[config.mk]
export PLATFORM = sky130hd
export DESIGN_NAME = pipeline_stall_ctrl_flat
export DESIGN_NICKNAME = d
export VERILOG_FILES = /design/src/rtl/cpu_pkg.sv /design/src/rtl/pipeline_stall_ctrl_if.sv /design/src/rtl/sat_counter.sv /design/src/rtl/pipeline_stall_ctrl.sv /design/src/flat_wrapper.sv
export SDC_FILE = /design/constraint.sdc
export NUM_CORES = 1
export LEC_CHECK = 0
export ABC_CLOCK_PERIOD_IN_PS = 1650
export BUFFER_PORTS_ARGS = -buffer_cell sky130_fd_sc_hd__buf_4
export CAP_MARGIN = 10
export CORE_UTILIZATION = 30
export CTS_CLUSTER_SIZE = 25
export DETAILED_ROUTE_END_ITERATION = 7
export GPL_ROUTABILITY_DRIVEN = 0
export SLEW_MARGIN = 30
export SYNTH_ARGS = -nofsm -noshare
export SYNTH_HDL_FRONTEND = slang
export SYNTH_SLANG_ARGS = --single-unit
export TNS_END_PERCENT = 20
[constraint.sdc]
create_clock -name clk -period 1.65 [get_ports clk]
set_input_delay 0.33 -clock clk [delete_from_list [all_inputs] [get_ports clk]]
set_output_delay 0.33 -clock clk [all_outputs]
set_load 0.005 [all_outputs]
[src/rtl/cpu_pkg.sv]
// Shared CPU definitions: opcodes, NOP encoding, stall-controller state encoding.
package cpu_pkg;

   localparam logic [3:0]  OP_LD     = 4'b1000;
   localparam logic [3:0]  OP_ST     = 4'b1001;
   localparam logic [3:0]  OP_B      = 4'b1100;
   localparam logic [3:0]  OP_BR     = 4'b1101;
   localparam logic [15:0] NOP_INSTR = 16'h0000;

   typedef enum logic [1:0] {
      RUN    = 2'd0,
      LDUSE  = 2'd1,
      BRWAIT = 2'd2
   } pctl_state_t;

   function automatic logic is_branch(input logic [3:0] op);
      return (op == OP_B) || (op == OP_BR);
   endfunction

endpackage

[src/rtl/pipeline_stall_ctrl_if.sv]
// Hazard-unit/EX inputs and per-stage pipeline controls of the stall controller.
interface pipeline_stall_ctrl_if #(
   parameter int CNT_W = 16
);
   logic             stall_req;
   logic [3:0]       id_ex_opcode;
   logic             br_resolve;
   logic             br_taken;
   logic             ext_hold;
   logic             pc_en;
   logic             pc_sel_br;
   logic             if_id_en;
   logic             if_id_flush;
   logic             id_ex_en;
   logic             id_ex_bubble;
   logic             ex_mem_bubble;
   logic [CNT_W-1:0] stall_cnt;
   logic             br_err;

   modport master (
      output stall_req, id_ex_opcode, br_resolve, br_taken, ext_hold,
      input  pc_en, pc_sel_br, if_id_en, if_id_flush, id_ex_en,
             id_ex_bubble, ex_mem_bubble, stall_cnt, br_err
   );

   modport slave (
      input  stall_req, id_ex_opcode, br_resolve, br_taken, ext_hold,
      output pc_en, pc_sel_br, if_id_en, if_id_flush, id_ex_en,
             id_ex_bubble, ex_mem_bubble, stall_cnt, br_err
   );
endinterface

[src/rtl/sat_counter.sv]
// Up-counter that sticks at all-ones; synchronous clear wins over enable.
module sat_counter #(
   parameter int W = 16
) (
   input  logic         clk,
   input  logic         clr_i,
   input  logic         en_i,
   output logic [W-1:0] cnt_o
);

   logic [W-1:0] cnt_q;

   always_ff @(posedge clk) begin
      if (clr_i) begin
         cnt_q <= '0;
      end else if (en_i && (cnt_q != {W{1'b1}})) begin
         cnt_q <= cnt_q + {{(W-1){1'b0}}, 1'b1};
      end
   end

   assign cnt_o = cnt_q;

endmodule

[src/rtl/pipeline_stall_ctrl.sv]
// Turns hazard stall requests and branch resolution into per-stage pipeline controls.
//
// state  | meaning
// RUN    | normal flow; detects load-use and branch in ID/EX
// LDUSE  | remaining load-use freeze cycles, cnt counts down
// BRWAIT | branch in EX awaiting resolve, cnt counts wait cycles
module pipeline_stall_ctrl
   import cpu_pkg::*;
#(
   parameter int LD_STALL_CYC = 1,
   parameter int BR_TIMEOUT   = 8,
   parameter int CNT_W        = 16
) (
   input  logic                 clk,
   input  logic                 rst,
   pipeline_stall_ctrl_if.slave ctl
);

   localparam logic [7:0] LD_CNT_INIT = 8'(LD_STALL_CYC - 1);
   localparam logic [7:0] BR_TMO_LAST = 8'(BR_TIMEOUT - 1);

   pctl_state_t state_q, state_d;
   logic [7:0]  cnt_q, cnt_d;
   logic        br_err_q, br_err_d;

   logic pc_en_c, pc_sel_br_c, if_id_en_c, if_id_flush_c;
   logic id_ex_en_c, id_ex_bubble_c, ex_mem_bubble_c;

   always_ff @(posedge clk) begin
      if (rst) begin
         state_q  <= RUN;
         cnt_q    <= '0;
         br_err_q <= 1'b0;
      end else begin
         state_q  <= state_d;
         cnt_q    <= cnt_d;
         br_err_q <= br_err_d;
      end
   end

   always_comb begin
      state_d         = state_q;
      cnt_d           = cnt_q;
      br_err_d        = br_err_q;
      pc_en_c         = 1'b1;
      pc_sel_br_c     = 1'b0;
      if_id_en_c      = 1'b1;
      if_id_flush_c   = 1'b0;
      id_ex_en_c      = 1'b1;
      id_ex_bubble_c  = 1'b0;
      ex_mem_bubble_c = 1'b0;

      // Hold freezes everything, so a resolve seen here is dropped and must be re-presented.
      if (ctl.ext_hold) begin
         pc_en_c    = 1'b0;
         if_id_en_c = 1'b0;
         id_ex_en_c = 1'b0;
      end else begin
         unique case (state_q)
            RUN: begin
               if (is_branch(ctl.id_ex_opcode)) begin
                  pc_en_c        = 1'b0;
                  if_id_en_c     = 1'b0;
                  id_ex_bubble_c = 1'b1;
                  state_d        = BRWAIT;
                  cnt_d          = '0;
               end else if (ctl.stall_req) begin
                  pc_en_c         = 1'b0;
                  if_id_en_c      = 1'b0;
                  id_ex_en_c      = 1'b0;
                  ex_mem_bubble_c = 1'b1;
                  if (LD_STALL_CYC > 1) begin
                     state_d = LDUSE;
                     cnt_d   = LD_CNT_INIT;
                  end
               end
            end
            LDUSE: begin
               pc_en_c         = 1'b0;
               if_id_en_c      = 1'b0;
               id_ex_en_c      = 1'b0;
               ex_mem_bubble_c = 1'b1;
               cnt_d           = cnt_q - 8'd1;
               if (cnt_q == 8'd1) begin
                  state_d = RUN;
               end
            end
            BRWAIT: begin
               pc_en_c        = 1'b0;
               if_id_en_c     = 1'b0;
               id_ex_bubble_c = 1'b1;
               if (ctl.br_resolve) begin
                  pc_en_c    = 1'b1;
                  if_id_en_c = 1'b1;
                  state_d    = RUN;
                  if (ctl.br_taken) begin
                     pc_sel_br_c   = 1'b1;
                     if_id_flush_c = 1'b1;
                  end else begin
                     id_ex_bubble_c = 1'b0;
                  end
               end else if (cnt_q == BR_TMO_LAST) begin
                  br_err_d = 1'b1;
                  state_d  = RUN;
               end else begin
                  cnt_d = cnt_q + 8'd1;
               end
            end
            default: begin
               state_d = RUN;
               cnt_d   = '0;
            end
         endcase
      end
   end

   sat_counter #(.W(CNT_W)) u_stall_cnt (
      .clk   (clk),
      .clr_i (rst),
      .en_i  (!pc_en_c && !ctl.ext_hold),
      .cnt_o (ctl.stall_cnt)
   );

   assign ctl.pc_en         = pc_en_c;
   assign ctl.pc_sel_br     = pc_sel_br_c;
   assign ctl.if_id_en      = if_id_en_c;
   assign ctl.if_id_flush   = if_id_flush_c;
   assign ctl.id_ex_en      = id_ex_en_c;
   assign ctl.id_ex_bubble  = id_ex_bubble_c;
   assign ctl.ex_mem_bubble = ex_mem_bubble_c;
   assign ctl.br_err        = br_err_q;

endmodule

[src/flat_wrapper.sv]
// flat-port wrapper written by rule: the top's interface ports become plain ports
module pipeline_stall_ctrl_flat import cpu_pkg::*;
#(
   parameter int LD_STALL_CYC = 1,
   parameter int BR_TIMEOUT   = 8,
   parameter int CNT_W        = 16
)
  (clk, rst, ctl_stall_req, ctl_id_ex_opcode, ctl_br_resolve, ctl_br_taken, ctl_ext_hold, ctl_pc_en, ctl_pc_sel_br, ctl_if_id_en, ctl_if_id_flush, ctl_id_ex_en, ctl_id_ex_bubble, ctl_ex_mem_bubble, ctl_stall_cnt, ctl_br_err);
  pipeline_stall_ctrl_if #(.CNT_W(CNT_W)) ctl_i ();
  input  logic clk;
  input  logic rst;
  input wire logic [$bits(ctl_i.stall_req)-1:0] ctl_stall_req;
  input wire logic [$bits(ctl_i.id_ex_opcode)-1:0] ctl_id_ex_opcode;
  input wire logic [$bits(ctl_i.br_resolve)-1:0] ctl_br_resolve;
  input wire logic [$bits(ctl_i.br_taken)-1:0] ctl_br_taken;
  input wire logic [$bits(ctl_i.ext_hold)-1:0] ctl_ext_hold;
  output wire logic [$bits(ctl_i.pc_en)-1:0] ctl_pc_en;
  output wire logic [$bits(ctl_i.pc_sel_br)-1:0] ctl_pc_sel_br;
  output wire logic [$bits(ctl_i.if_id_en)-1:0] ctl_if_id_en;
  output wire logic [$bits(ctl_i.if_id_flush)-1:0] ctl_if_id_flush;
  output wire logic [$bits(ctl_i.id_ex_en)-1:0] ctl_id_ex_en;
  output wire logic [$bits(ctl_i.id_ex_bubble)-1:0] ctl_id_ex_bubble;
  output wire logic [$bits(ctl_i.ex_mem_bubble)-1:0] ctl_ex_mem_bubble;
  output wire logic [$bits(ctl_i.stall_cnt)-1:0] ctl_stall_cnt;
  output wire logic [$bits(ctl_i.br_err)-1:0] ctl_br_err;
  assign ctl_i.stall_req = ctl_stall_req;
  assign ctl_i.id_ex_opcode = ctl_id_ex_opcode;
  assign ctl_i.br_resolve = ctl_br_resolve;
  assign ctl_i.br_taken = ctl_br_taken;
  assign ctl_i.ext_hold = ctl_ext_hold;
  assign ctl_pc_en = ctl_i.pc_en;
  assign ctl_pc_sel_br = ctl_i.pc_sel_br;
  assign ctl_if_id_en = ctl_i.if_id_en;
  assign ctl_if_id_flush = ctl_i.if_id_flush;
  assign ctl_id_ex_en = ctl_i.id_ex_en;
  assign ctl_id_ex_bubble = ctl_i.id_ex_bubble;
  assign ctl_ex_mem_bubble = ctl_i.ex_mem_bubble;
  assign ctl_stall_cnt = ctl_i.stall_cnt;
  assign ctl_br_err = ctl_i.br_err;
  pipeline_stall_ctrl #(.LD_STALL_CYC(LD_STALL_CYC), .BR_TIMEOUT(BR_TIMEOUT), .CNT_W(CNT_W)) u_core (.clk(clk), .rst(rst), .ctl(ctl_i));
endmodule
==> flow_summary.yaml, run 1 <==
cts:
  root_buffer: "clkbuf_8"
  insertion_delay_ns: 0.27
  cts_buffers: 3
  cts_sinks: 26
  clockBufferDepth: 2
  cts_max_level: 1
  path_clk_slew_ns: 0.09
  tritoncts: "done"
routing:
  drcViolationCount: 0
  dr.pass1.iters: 4
  vias_per_cell: 4.803
  drt_iter0_drc: 53
  drt.antenna.violating_nets: 0
  vias: 1316
  wl_per_cell_um: 11.89
  routed_wl_mm: 3.257
logic_synthesis:
  synth_nets: 170
  synth.distinct_cells: 39
  synth_flop_cell: "dfxtp_1"
  syn-mean-instance-area_um2: 8.846
  syn_inst: 158
  synth_edf_count: 0
  synth-seq-cells: 26
  ys_warn_count: 0
  async_reset_ff_share_pct: 0
  ys_seq_area_share_pct: 37.24
  syn-cell-area_um2: 1398
setup_path:
  crit_type: "in -> reg"
  startpoint_type: "input port"
  worst_path_most_repeated_cell: "buf_4"
  max_stage_delay_ns: 0.37
  cp_top_family: "simple AND/OR/NAND/NOR gates"
  cp-end-kind: "flip-flop"
  arrival_ns: 1.78
  cp_cell_sequence: "buf_4 > nand3b_1 > buf_4 > a2111oi_4 > nand2b_4 > nor4_4 > mux2_4"
  cpMaxStageDelayCell: "a2111oi_4"
  cp_max_fo: 6
  critPathBufInv: 2
  required_ns: 1.81
floorplan:
  die_h_um: 70.26
  core.rowCount: 24
  core_um2: 4414
  die_area_um2: 4936
  die_x_um: 70.26
  pin_count: 34
  initial_utilization_pct: 31.66
min_path:
  hp-class: "in -> reg"
timing:
  min_period_ns: 1.618
  rsz0062_at_grt: "true"
  timing.final.ws_setup_ns: 0.03210
  tightest_slew_ns: 0.3637
  skew_ns: 0.004058
  finalCritPeriodShare_pct: 98.05
  hold_violations: 0
  drv_slew: 0
  setup_viol: 0
  slew_headroom_pct: 75.57
  max_freq_mhz: 618.1
cells_and_area:
  antenna_cells: 0
  fillers: 432
  stdcell_count: 274
  multiInputGateArea_um2: 905.9
  stdcell_area_um2: 2059
  fin_util_pct: 46.66
  fin_nets: 236
  syn_to_final_growth_pct: 47.36
  layout-drive-gt1-share_pct: 45.05
  seqCellArea_um2: 529.3
global_route:
  grt_pass1_wl_mm: 5.382
  grt_overflow: 0
  grt.total_usage_pct: 13.45
  grt_pass1_vias: 1221
  antenna_found_initial: 0
  grt_max_degree: 27
power:
  total_power_mw: 1.114
  vdd_drop_max_mv: 0.2566
  power_leakage_nw: 0.9074
  p_per_area_nw_per_um2: 540.7
place:
  placedCellCount: 269
  placed_area_um2: 1928
  port_buffers: 32
  hpwl_mm: 2.373
  post-place-ws_ns: -0.2166
outcome:
  status: "complete, no violations"
run:
  drv_cap: 0
## cells in the mapped netlist (3+ instances only)
library cell,instances,area (µm²)
nor3_1,6,30.03
nand2_1,13,48.80
o2111ai_1,3,26.28
nor3b_1,4,30.03
clkbuf_1,3,11.26
nor2_1,26,97.59
a21oi_1,5,25.02
o21ai_0,4,20.02
nand4_1,4,25.02
nor4_1,4,25.02
nand3_1,3,15.01
nor2b_1,6,37.54
xor2_1,7,61.31
dfxtp_1,26,520.5
xnor2_1,9,78.83
nand3b_1,3,22.52
## final cells by class
| class | instances | share of cell area (%) |
|---|---|---|
| flip-flops and latches | 26 | 25.70 |
| multi-input cells | 123 | 43.99 |
| well taps | 52 | 3.159 |
| clock buffers | 3 | 2.005 |
| repair buffers | 68 | 24.79 |
| inverters | 2 | 0.3645 |
## per-stage QoR
| stage | hold slack (ns) | TNS (ns) |
|---|---|---|
| final | 0.4096 | 0 |
| after global routing | 0.4134 | -0.1570 |
| after CTS | 0.4054 | 0 |
| after detailed placement | 0.4723 | -2.052 |
| after global placement | 0.4697 | -1.953 |
| after floorplan | 0.4605 | -0.2944 |
## worst register-to-register path, stage by stage (launching register included)
cell       delay, ns
dfxtp_2         0.36
nand3_4         0.11
a2111oi_4       0.41
nand2b_4        0.13
nor4_4          0.17
mux2_4          0.32
## repair_timing
action / in CTS / in global routing
hold buffers: 0 / 0
gates cloned: 0 / 0
setup buffers: 1 / 1
gates resized for setup: 13 / 11
endpoints found under the setup margin: 10 / 14
pin swaps: 3 / 2
## flip-flops by register name, indices dropped and copies added (netlist names)
signal,cells
u_core.ctl.br_err,1
u_core.state_q,1
u_core.cnt_q,8
u_core.u_stall_cnt.cnt_o,16
## report_power, final
part | internal, mW | total, mW | switching, mW
Sequential | 0.633 | 0.637 | 0.00449
Combinational | 0.0667 | 0.123 | 0.0566
Clock | 0.164 | 0.353 | 0.190
## kinds of logic after synthesis
kind of cell,after synthesis,synth area share (%)
compound gates,19,10.92
xor+xnor,16,10.03
fa+ha+maj,2,1.790
buf+inv,9,3.133
flops,26,37.24
mux,2,1.611
simple gates,84,35.27
## layout by cell type (no fill, tap or decap), types with 2 or more instances in the layout
cell type and n:
o21ai_0 3, inv_1 2, buf_4 68, nor3_1 5
xnor2_1 9, nor3b_2 2, nor3b_1 2, nor2b_2 2
a21oi_1 5, nor4_1 3, or4_1 2, xor2_1 7
clkbuf_8 3, nand2_1 13, and3_1 2, nand3_1 3
nor4_4 2, nor2_1 25, o2111ai_1 3, nand4_1 4
dfxtp_2 7, dfxtp_1 19, nor2b_1 4, nand3b_1 3
## metal layers
metal | part of all wire, % | GRT usage [%]
met1 | 49 | 17.74
met2 | 46 | 21.90
met3 | 3.7 | 2.020
met5 | 0 | 0
met4 | 1.4 | 5.333
## worst paths after layout
check                                                  from                            to  slack [ns]  cells after the start
worst max register to register  u_core.u_stall_cnt.cnt_o[5]  u_core.u_stall_cnt.cnt_o[15]        0.04                      5
worst min register to register            u_core.ctl.br_err             u_core.ctl.br_err        0.49                      2
worst min-delay path                                    rst   u_core.u_stall_cnt.cnt_o[6]        0.41                      2
worst max-delay path                    ctl_id_ex_opcode[1]  u_core.u_stall_cnt.cnt_o[15]        0.03                      7
Note: power is estimated with default switching activity, not from simulation.
==> run 2, diff against run 1 <==
--- a/config.mk
+++ b/config.mk
@@ -12,6 +12,7 @@
 export CTS_CLUSTER_SIZE = 25
 export DETAILED_ROUTE_END_ITERATION = 7
 export GPL_ROUTABILITY_DRIVEN = 0
+export RECOVER_POWER = 100
 export SLEW_MARGIN = 30
 export SYNTH_ARGS = -nofsm -noshare
 export SYNTH_HDL_FRONTEND = slang
==> run 2 against run 1 <==
Cell area is the same. Via count unchanged. Fmax unchanged. Critical endpoint unchanged. Critical path type unchanged. Global-route usage did not move.
==> flow_summary.yaml, run 2 (synthesis results as in run 1) <==
cells_and_area:
  final_common_cell: "buf_4"
  fillers: 432
  fin_nets: 236
  stdcell_area_um2: 2059
  layout-drive-gt1-share_pct: 45.05
  largest_register_ffs: 16
  antenna_cells: 0
  syn_to_final_growth_pct: 47.36
  stdcell_count: 274
  layout_common_cells: "buf_4, nor2_1, dfxtp_1"
timing:
  hold_violations: 0
  slew_headroom_pct: 75.57
  tightest_slew_ns: 0.3637
  rsz0062_at_grt: "true"
  max_freq_mhz: 618.1
  timing.final.ws_setup_ns: 0.03210
  min_period_ns: 1.618
  drv_slew: 0
  skew_ns: 0.004058
  hold_slack_ns: 0.4096
  finalCritPeriodShare_pct: 98.05
  setup_viol: 0
routing:
  drcViolationCount: 0
  routed_wl_mm: 3.256
  drt_iter0_drc: 53
  wl_per_cell_um: 11.88
  dr.pass1.iters: 4
  vias: 1316
  drt.antenna.violating_nets: 0
  vias_per_cell: 4.803
global_route:
  grt_overflow: 0
  grt_max_degree: 27
  grt.total_usage_pct: 13.45
  antenna_found_initial: 0
  grt_pass1_wl_mm: 5.382
  grt_pass1_vias: 1221
run:
  drv_cap: 0
place:
  post-place-ws_ns: -0.2166
  hpwl_mm: 2.373
  port_buffers: 32
  placedCellCount: 269
  placed_area_um2: 1928
cts:
  insertion_delay_ns: 0.27
  cts_max_level: 1
  tritoncts: "done"
  root_buffer: "clkbuf_8"
  cts_sinks: 26
  cts_hold_buf: 0
  cts_buffers: 3
  clockBufferDepth: 2
  path_clk_slew_ns: 0.09
power:
  p_per_area_nw_per_um2: 540.7
  vdd_drop_max_mv: 0.2566
  power_leakage_nw: 0.9068
setup_path:
  startpoint_type: "input port"
  required_ns: 1.81
  max_stage_delay_ns: 0.37
  arrival_ns: 1.78
  reg2reg_from: "u_core.u_stall_cnt.cnt_o[5]"
  crit_type: "in -> reg"
  cp-end-kind: "flip-flop"
  cp_max_fo: 6
  cp-startpoint: "ctl_id_ex_opcode[1]"
  cp_top_family: "simple AND/OR/NAND/NOR gates"
  cpMaxStageDelayCell: "a2111oi_4"
  cp_cell_sequence: "buf_4 > nand3b_1 > buf_4 > a2111oi_4 > nand2b_4 > nor4_4 > mux2_4"
  critPathBufInv: 2
  worst_path_most_repeated_cell: "buf_4"
outcome:
  status: "complete, no violations"
floorplan:
  die_x_um: 70.26
  core_um2: 4414
  pin_count: 34
  die_h_um: 70.26
  initial_utilization_pct: 31.66
  core.rowCount: 24
  die_area_um2: 4936
min_path:
  hp-class: "in -> reg"
  worstHoldStart: "rst"
[run 2: cell count changes in the layout (fill, tap and decap cells not counted), sizes merged]
| cell | previous run | this run |
|---|---|---|
| buf | 68 | 67 |
| clkbuf | 3 | 4 |
[run 2: power by group]
part | switching (mW) | total, mW | internal, mW
Combinational | 0.0566 | 0.123 | 0.0667
Clock | 0.190 | 0.353 | 0.164
Sequential | 0.00449 | 0.637 | 0.633
[run 2: layout make-up]
class,instances,area [µm²],share of cell area (%)
inverter,2,7.507,0.3645
sequential,26,529.3,25.70
multi-input combinational,123,905.9,43.99
tap,52,65.06,3.159
clock buffer,3,41.29,2.005
timing repair buffer,68,510.5,24.79
[run 2: metal layers]
layer,up-vias,wire [µm],track usage [%]
met5,-,0,0
met4,0,47,5.333
met3,4,119,2.020
met2,28,1506,21.90
met1,596,1583,17.74
li1,688,-,-
[run 2: worst reg2reg max path: stages, from the launching register on]
cell and delay (ns):
dfxtp_2 0.36, nand3_4 0.11, a2111oi_4 0.41, nand2b_4 0.13, nor4_4 0.17, mux2_4 0.32
[run 2: final timing paths]
kind,endpoint,slack [ns],depth (start not counted)
max,u_core.u_stall_cnt.cnt_o[15],0.03,7
min,u_core.u_stall_cnt.cnt_o[6],0.41,2
max reg2reg,u_core.u_stall_cnt.cnt_o[15],0.04,5
min reg2reg,u_core.ctl.br_err,0.49,2
[run 2: what timing repair did]
action,4_1_cts,5_1_grt
pin swaps,3,2
endpoints found under the setup margin,10,14
setup buffers,1,1
resized for setup,13,11
[run 2: per-stage QoR]
step / util, % / power (mW) / setup TNS (ns)
floorplan: - / 0.7042 / -0.2944
global placement: 43.68 / 0.7651 / -1.953
detailed placement: 43.68 / 0.7668 / -2.052
CTS: 45.81 / 1.126 / 0
global route: 46.66 / 1.164 / -0.1570
finish: 46.66 / 1.114 / 0
